===== src/rtl/mod_n_pkg.sv =====
// Shared types, default geometry and helpers for the modulo-N countdown timer.
package mod_n_pkg;

    localparam int unsigned N_DEF      = 10;
    localparam int unsigned WIDTH_DEF  = 4;
    localparam int unsigned DIGITS_DEF = 2;
    localparam int unsigned TOTAL_W    = DIGITS_DEF * WIDTH_DEF;

    typedef enum logic [1:0] {
        IDLE  = 2'd0,
        RUN   = 2'd1,
        PAUSE = 2'd2,
        DONE  = 2'd3
    } tmr_state_t;

    // Limit a loaded digit to the largest legal value of a radix-n digit.
    function automatic int unsigned clamp_digit(input int unsigned d, input int unsigned n);
        return (d >= n) ? (n - 1) : d;
    endfunction

endpackage


===== src/rtl/mod_n_digit.sv =====
// One modulo-N down-counting digit.
//  clk, reset     : clock, synchronous active-high reset
//  ld, ld_val     : parallel load (has priority over dec)
//  dec            : borrow in; decrement this digit
//  val            : registered digit value
//  borrow_out     : dec arriving while the digit is 0 (it wraps to N-1)
module mod_n_digit #(
    parameter int unsigned N     = 10,
    parameter int unsigned WIDTH = 4
) (
    input  logic             clk,
    input  logic             reset,
    input  logic             ld,
    input  logic [WIDTH-1:0] ld_val,
    input  logic             dec,
    output logic [WIDTH-1:0] val,
    output logic             borrow_out
);

    always_ff @(posedge clk) begin
        if (reset) begin
            val <= '0;
        end else if (ld) begin
            val <= ld_val;
        end else if (dec) begin
            val <= (val == '0) ? WIDTH'(N - 1) : val - WIDTH'(1);
        end
    end

    assign borrow_out = dec & (val == '0);

endmodule


===== src/rtl/mod_n_countdown_timer.sv =====
// Multi-digit modulo-N countdown timer with pause, done pulse and optional auto-reload.
//  clk, reset : clock, synchronous active-high reset
//  en         : rate strobe from the prescaler
//  load       : capture load_val (digits clamped to N-1) into count and reload
//  load_val   : start value, digit 0 in LSBs
//  start      : begin / resume counting
//  pause      : freeze counting while in RUN
//  count      : current value, digit 0 in LSBs
//  busy       : high in RUN or PAUSE
//  done       : one-cycle pulse in the cycle count becomes 0
module mod_n_countdown_timer
    import mod_n_pkg::*;
#(
    parameter int unsigned N           = N_DEF,
    parameter int unsigned WIDTH       = WIDTH_DEF,
    parameter int unsigned DIGITS      = DIGITS_DEF,
    parameter bit          AUTO_RELOAD = 1'b0
) (
    input  logic                    clk,
    input  logic                    reset,
    input  logic                    en,
    input  logic                    load,
    input  logic [DIGITS*WIDTH-1:0] load_val,
    input  logic                    start,
    input  logic                    pause,
    output logic [DIGITS*WIDTH-1:0] count,
    output logic                    busy,
    output logic                    done
);

    localparam int unsigned TW = DIGITS * WIDTH;

    tmr_state_t    state;
    logic [TW-1:0] reload;
    logic [TW-1:0] load_clamped;
    logic [TW-1:0] digit_ld_val;
    logic [DIGITS:0] dec_chain;
    logic          dec_en;
    logic          underflow;
    logic          restart;
    logic          digit_ld;
    logic          count_zero;
    logic          count_one;

    // Per-digit clamp of the load value.
    always_comb begin
        load_clamped = '0;
        for (int i = 0; i < int'(DIGITS); i++) begin
            load_clamped[i*WIDTH +: WIDTH] =
                WIDTH'(clamp_digit(32'(load_val[i*WIDTH +: WIDTH]), N));
        end
    end

    assign count_zero = (count == '0);
    assign count_one  = (count == TW'(1));

    // A decrement step happens only in RUN on a strobe not overridden by load/pause.
    assign dec_en    = (state == RUN) & en & ~load & ~pause;
    assign dec_chain[0] = dec_en;
    // A borrow out of the top digit means the count was already 0: reload point.
    assign underflow = dec_chain[DIGITS];
    assign restart   = (state == DONE) & start & ~load & (reload != '0);

    assign digit_ld     = load | restart | (AUTO_RELOAD & underflow);
    assign digit_ld_val = load ? load_clamped : reload;

    for (genvar g = 0; g < int'(DIGITS); g++) begin : g_digit
        mod_n_digit #(
            .N     (N),
            .WIDTH (WIDTH)
        ) u_digit (
            .clk        (clk),
            .reset      (reset),
            .ld         (digit_ld),
            .ld_val     (digit_ld_val[g*WIDTH +: WIDTH]),
            .dec        (dec_chain[g]),
            .val        (count[g*WIDTH +: WIDTH]),
            .borrow_out (dec_chain[g+1])
        );
    end

    // Control FSM, reload register and registered busy/done.
    always_ff @(posedge clk) begin
        if (reset) begin
            state  <= IDLE;
            reload <= '0;
            busy   <= 1'b0;
            done   <= 1'b0;
        end else begin
            done <= 1'b0;
            if (load) begin
                state  <= IDLE;
                reload <= load_clamped;
                busy   <= 1'b0;
            end else begin
                case (state)
                    IDLE: begin
                        if (start && !count_zero) begin
                            state <= RUN;
                            busy  <= 1'b1;
                        end
                    end
                    RUN: begin
                        if (pause) begin
                            state <= PAUSE;
                        end else if (en && count_one) begin
                            done <= 1'b1;
                            if (!AUTO_RELOAD) begin
                                state <= DONE;
                                busy  <= 1'b0;
                            end
                        end
                    end
                    PAUSE: begin
                        if (!pause && start) begin
                            state <= RUN;
                        end
                    end
                    DONE: begin
                        if (restart) begin
                            state <= RUN;
                            busy  <= 1'b1;
                        end
                    end
                    default: begin
                        state <= IDLE;
                        busy  <= 1'b0;
                    end
                endcase
            end
        end
    end

endmodule


===== config.mk =====
export PLATFORM = sky130hd
export DESIGN_NAME = mod_n_countdown_timer
export DESIGN_NICKNAME = d
export VERILOG_FILES = /design/src/rtl/mod_n_pkg.sv /design/src/rtl/mod_n_digit.sv /design/src/rtl/mod_n_countdown_timer.sv
export SDC_FILE = /design/constraint.sdc
export NUM_CORES = 1
export LEC_CHECK = 0
export ABC_AREA = 1
export CAP_MARGIN = 20
export CORE_MARGIN = 2
export CORE_UTILIZATION = 56
export CTS_BUF_LIST = sky130_fd_sc_hd__clkbuf_4 sky130_fd_sc_hd__clkbuf_8
export CTS_CLUSTER_SIZE = 25
export DETAILED_ROUTE_END_ITERATION = 8
export PLACE_DENSITY_LB_ADDON = 0.25
export REMOVE_ABC_BUFFERS = 1
export SLEW_MARGIN = 25
export SYNTH_ARGS = -nofsm -noshare
export SYNTH_HDL_FRONTEND = slang
export SYNTH_HIERARCHICAL = 1
export SYNTH_SLANG_ARGS = --single-unit

===== constraint.sdc =====
create_clock -name clk -period 4.41 [get_ports clk]
set_input_delay 0.882 -clock clk [delete_from_list [all_inputs] [get_ports clk]]
set_output_delay 0.882 -clock clk [all_outputs]
set_load 0.02 [all_outputs]

==> results.txt <==
----------------------------------------------------
[Detailed routing]
  Drt pass-1 iters ... 4
  Antenna Nets Post-Route ... 0
  Detailed-route wire length ... 2880 um
  Total via count in the routed design ... 1280
  Via density ... 5.29
  DRC errors left ... 0
  Routed wirelength normalized by instance count ... 11.9 um
  Iteration-0 DRC Markers ... 64

[Floorplanning]
  Effective utilization at floorplan ... 59.7%
  Num rows ... 16
  Die span in x ... 49.7 um
  Area of the core ... 1960 um2
  Ports ... 24
  Chip Height ... 49.7 um
  Area of the die ... 2470 um2

[Global routing]
  Overflow after GRT ... 0
  Number of antenna violations at the first check in global routing ... 0
  Global routing usage on met3 ... 5.15%
  Global-route layer with the greatest usage ... met2
  Overall Global Routing Usage ... 25.1%
  GR met1 Demand/Resource ... 31.7%
  Pin count of the biggest net entering global routing ... 16
  Met2 routing resource usage after global routing ... 41.1%
  Via count of the first global-routing pass ... 1142
  Global-route wire length before repair ... 4820 um

[Logic synthesis]
  Average footprint of a synthesized cell ... 6.16 um2
  Cell count after synthesis ... 190
  Combined area of all synthesized cells ... 1170 um2
  Syn. warnings ... 6

[STA]
  Ratio of final minimum period to clock period ... 57.2%
  Final WS setup ... 1.89 ns
  Minimum period implied by the final worst setup slack ... 2.52 ns
  Max-slew violation total from the final report ... 0
  Setup-failing EPs final ... 0
  Max Clock Skew ... 0.00527 ns
  Highest clock rate ... 0.396 GHz
  Worst-margin pin slew ... 0.532 ns
  Setup tns final ... 0 ns
  Final Hold Fails ... 0
  Max_slew headroom ... 64.4%
  Unrepaired setup endpoints after global routing ... no

[Place]
  Detailed Place HPWL ... 2210 um
  Setup WS pre-CTS ... 1.61 ns
  Quantity of I/O buffers inserted on ports ... 23
  Gp weighted congestion ... 0.986

[Clocking]
  Max Root-Sink Buffers ... 2
  H-Tree Depth ... 1
  Setup repair bufs after CTS ... 0
  Clock root buffer ... clkbuf_4
  Number of clock sinks ... 20
  Clock tree from TritonCTS ... done
  TritonCTS buffer count ... 3
  PostCTS Resize Cnt ... 0
  Total of hold buffers inserted after clock tree synthesis ... 0
  Clock transition at the registers of the reported paths ... 0.12 ns
  Insertion delay of the later-clocked pin in the worst-skew pair ... 0.31 ns

[Critical path]
  Crit start category ... primary input
  Kind of end point of the critical path ... register
  Slack of the worst reg-to-reg path ... 2.58 ns
  Arrival time of the worst setup path ... 2.75 ns
  Worst Path Max Fanout ... 14
  Worst Path Class, Setup ... in2reg
  Required time of the critical path ... 4.64 ns

[Pwr]
  Worst ir drop on vdd ... 0.000272 V
  Pwr/cell area ... 321 nW/um2
  Leakage power of the design ... 0.663 nW

[Outcome]
  Run status ... complete, no violations

[Cells and area]
  Post-layout net count ... 230
  Diodes inserted ... 0
  Share of cells above drive strength 1 ... 10.7%
  Post-synthesis to final-layout area growth ... 26.3%
  Final standard cell utilization of the core ... 75.4%

[Worst hold path]
  Worst hold path type ... reg2reg

[Job]
  Total of max-cap violations ... 0

----------------------------------------------------
[final cells by class]
| type | count | area, um2 |
|---|---|---|
| clock inverter | 1 | 30.0 |
| fill | 168 | 483 |
| multi-input combinational | 143 | 668 |
| inverter | 25 | 93.8 |
| sequential | 20 | 400 |
| timing repair buffer | 23 | 230 |
| clock buffer | 3 | 22.5 |
| tap | 27 | 33.8 |
[per-stage QoR]
stage / std cells / hold WS (ns) / cell area (um2) / total power [mW]
2_1_floorplan: 188 / 0.452 / 1160 / 0.280
3_3_place_gp: 238 / 0.436 / 1430 / 0.320
3_5_place_dp: 238 / 0.446 / 1430 / 0.324
4_1_cts: 242 / 0.464 / 1480 / 0.475
5_1_grt: 242 / 0.501 / 1480 / 0.498
6_report: 242 / 0.463 / 1480 / 0.474
[worst max-delay path, cell delays in order]
cell	delay, ns
clkdlybuf4s50_1	0.51
inv_1	0.35
nand2_1	0.38
nor2_2	0.29
a22oi_1	0.12
a21oi_1	0.21
[path summary, 6_finish.rpt]
check / start / end / depth (start not counted)
hold / removal: busy / busy / 2
setup reg to reg: state[0] / g_digit[1].u_digit/val[1] / 14
setup / recovery: load / g_digit[0].u_digit/val[2] / 6
hold reg to reg: busy / busy / 2
[sequential cells by signal, summed over array words and instances, names as in the netlist]
| name | count |
|---|---|
| g_digit.u_digit/val | 8 |
| state | 2 |
| busy | 1 |
| done | 1 |
| reload | 8 |
[routing by layer]
| metal | up-vias | part of all wire, % |
|---|---|---|
| met4 | 0 | 2.3 |
| li1 | 653 | - |
| met2 | 52 | 47 |
| met1 | 565 | 43 |
| met5 | - | 0 |
| met3 | 10 | 7.0 |
[cells in the final DEF (no fill, tap or decap)]
master,count
nand3_1,6
nand2_1,51
a21oi_1,19
inv_1,20
nand2_2,3
o21ai_1,1
nor3_1,2
and3_2,1
clkdlybuf4s50_1,23
and2_1,2
bufinv_16,1
dfxtp_1,20
nor2_4,1
nor3_2,1
o21ai_0,9
nor2_1,33
nor2_2,5
o21ai_2,1
a22oi_1,2
a211oi_1,2
clkbuf_4,3
nand4_1,2
o211ai_2,2
inv_2,5
[report_power, final]
group	leakage (nW)	total, mW	switching [mW]	internal [mW]
clock	0.0279	0.153	0.0610	0.0919
sequential	0.164	0.205	0.0126	0.192
combinational	0.470	0.116	0.0675	0.0489
total	0.663	0.474	0.141	0.333
(Power assumes the default switching activity.)
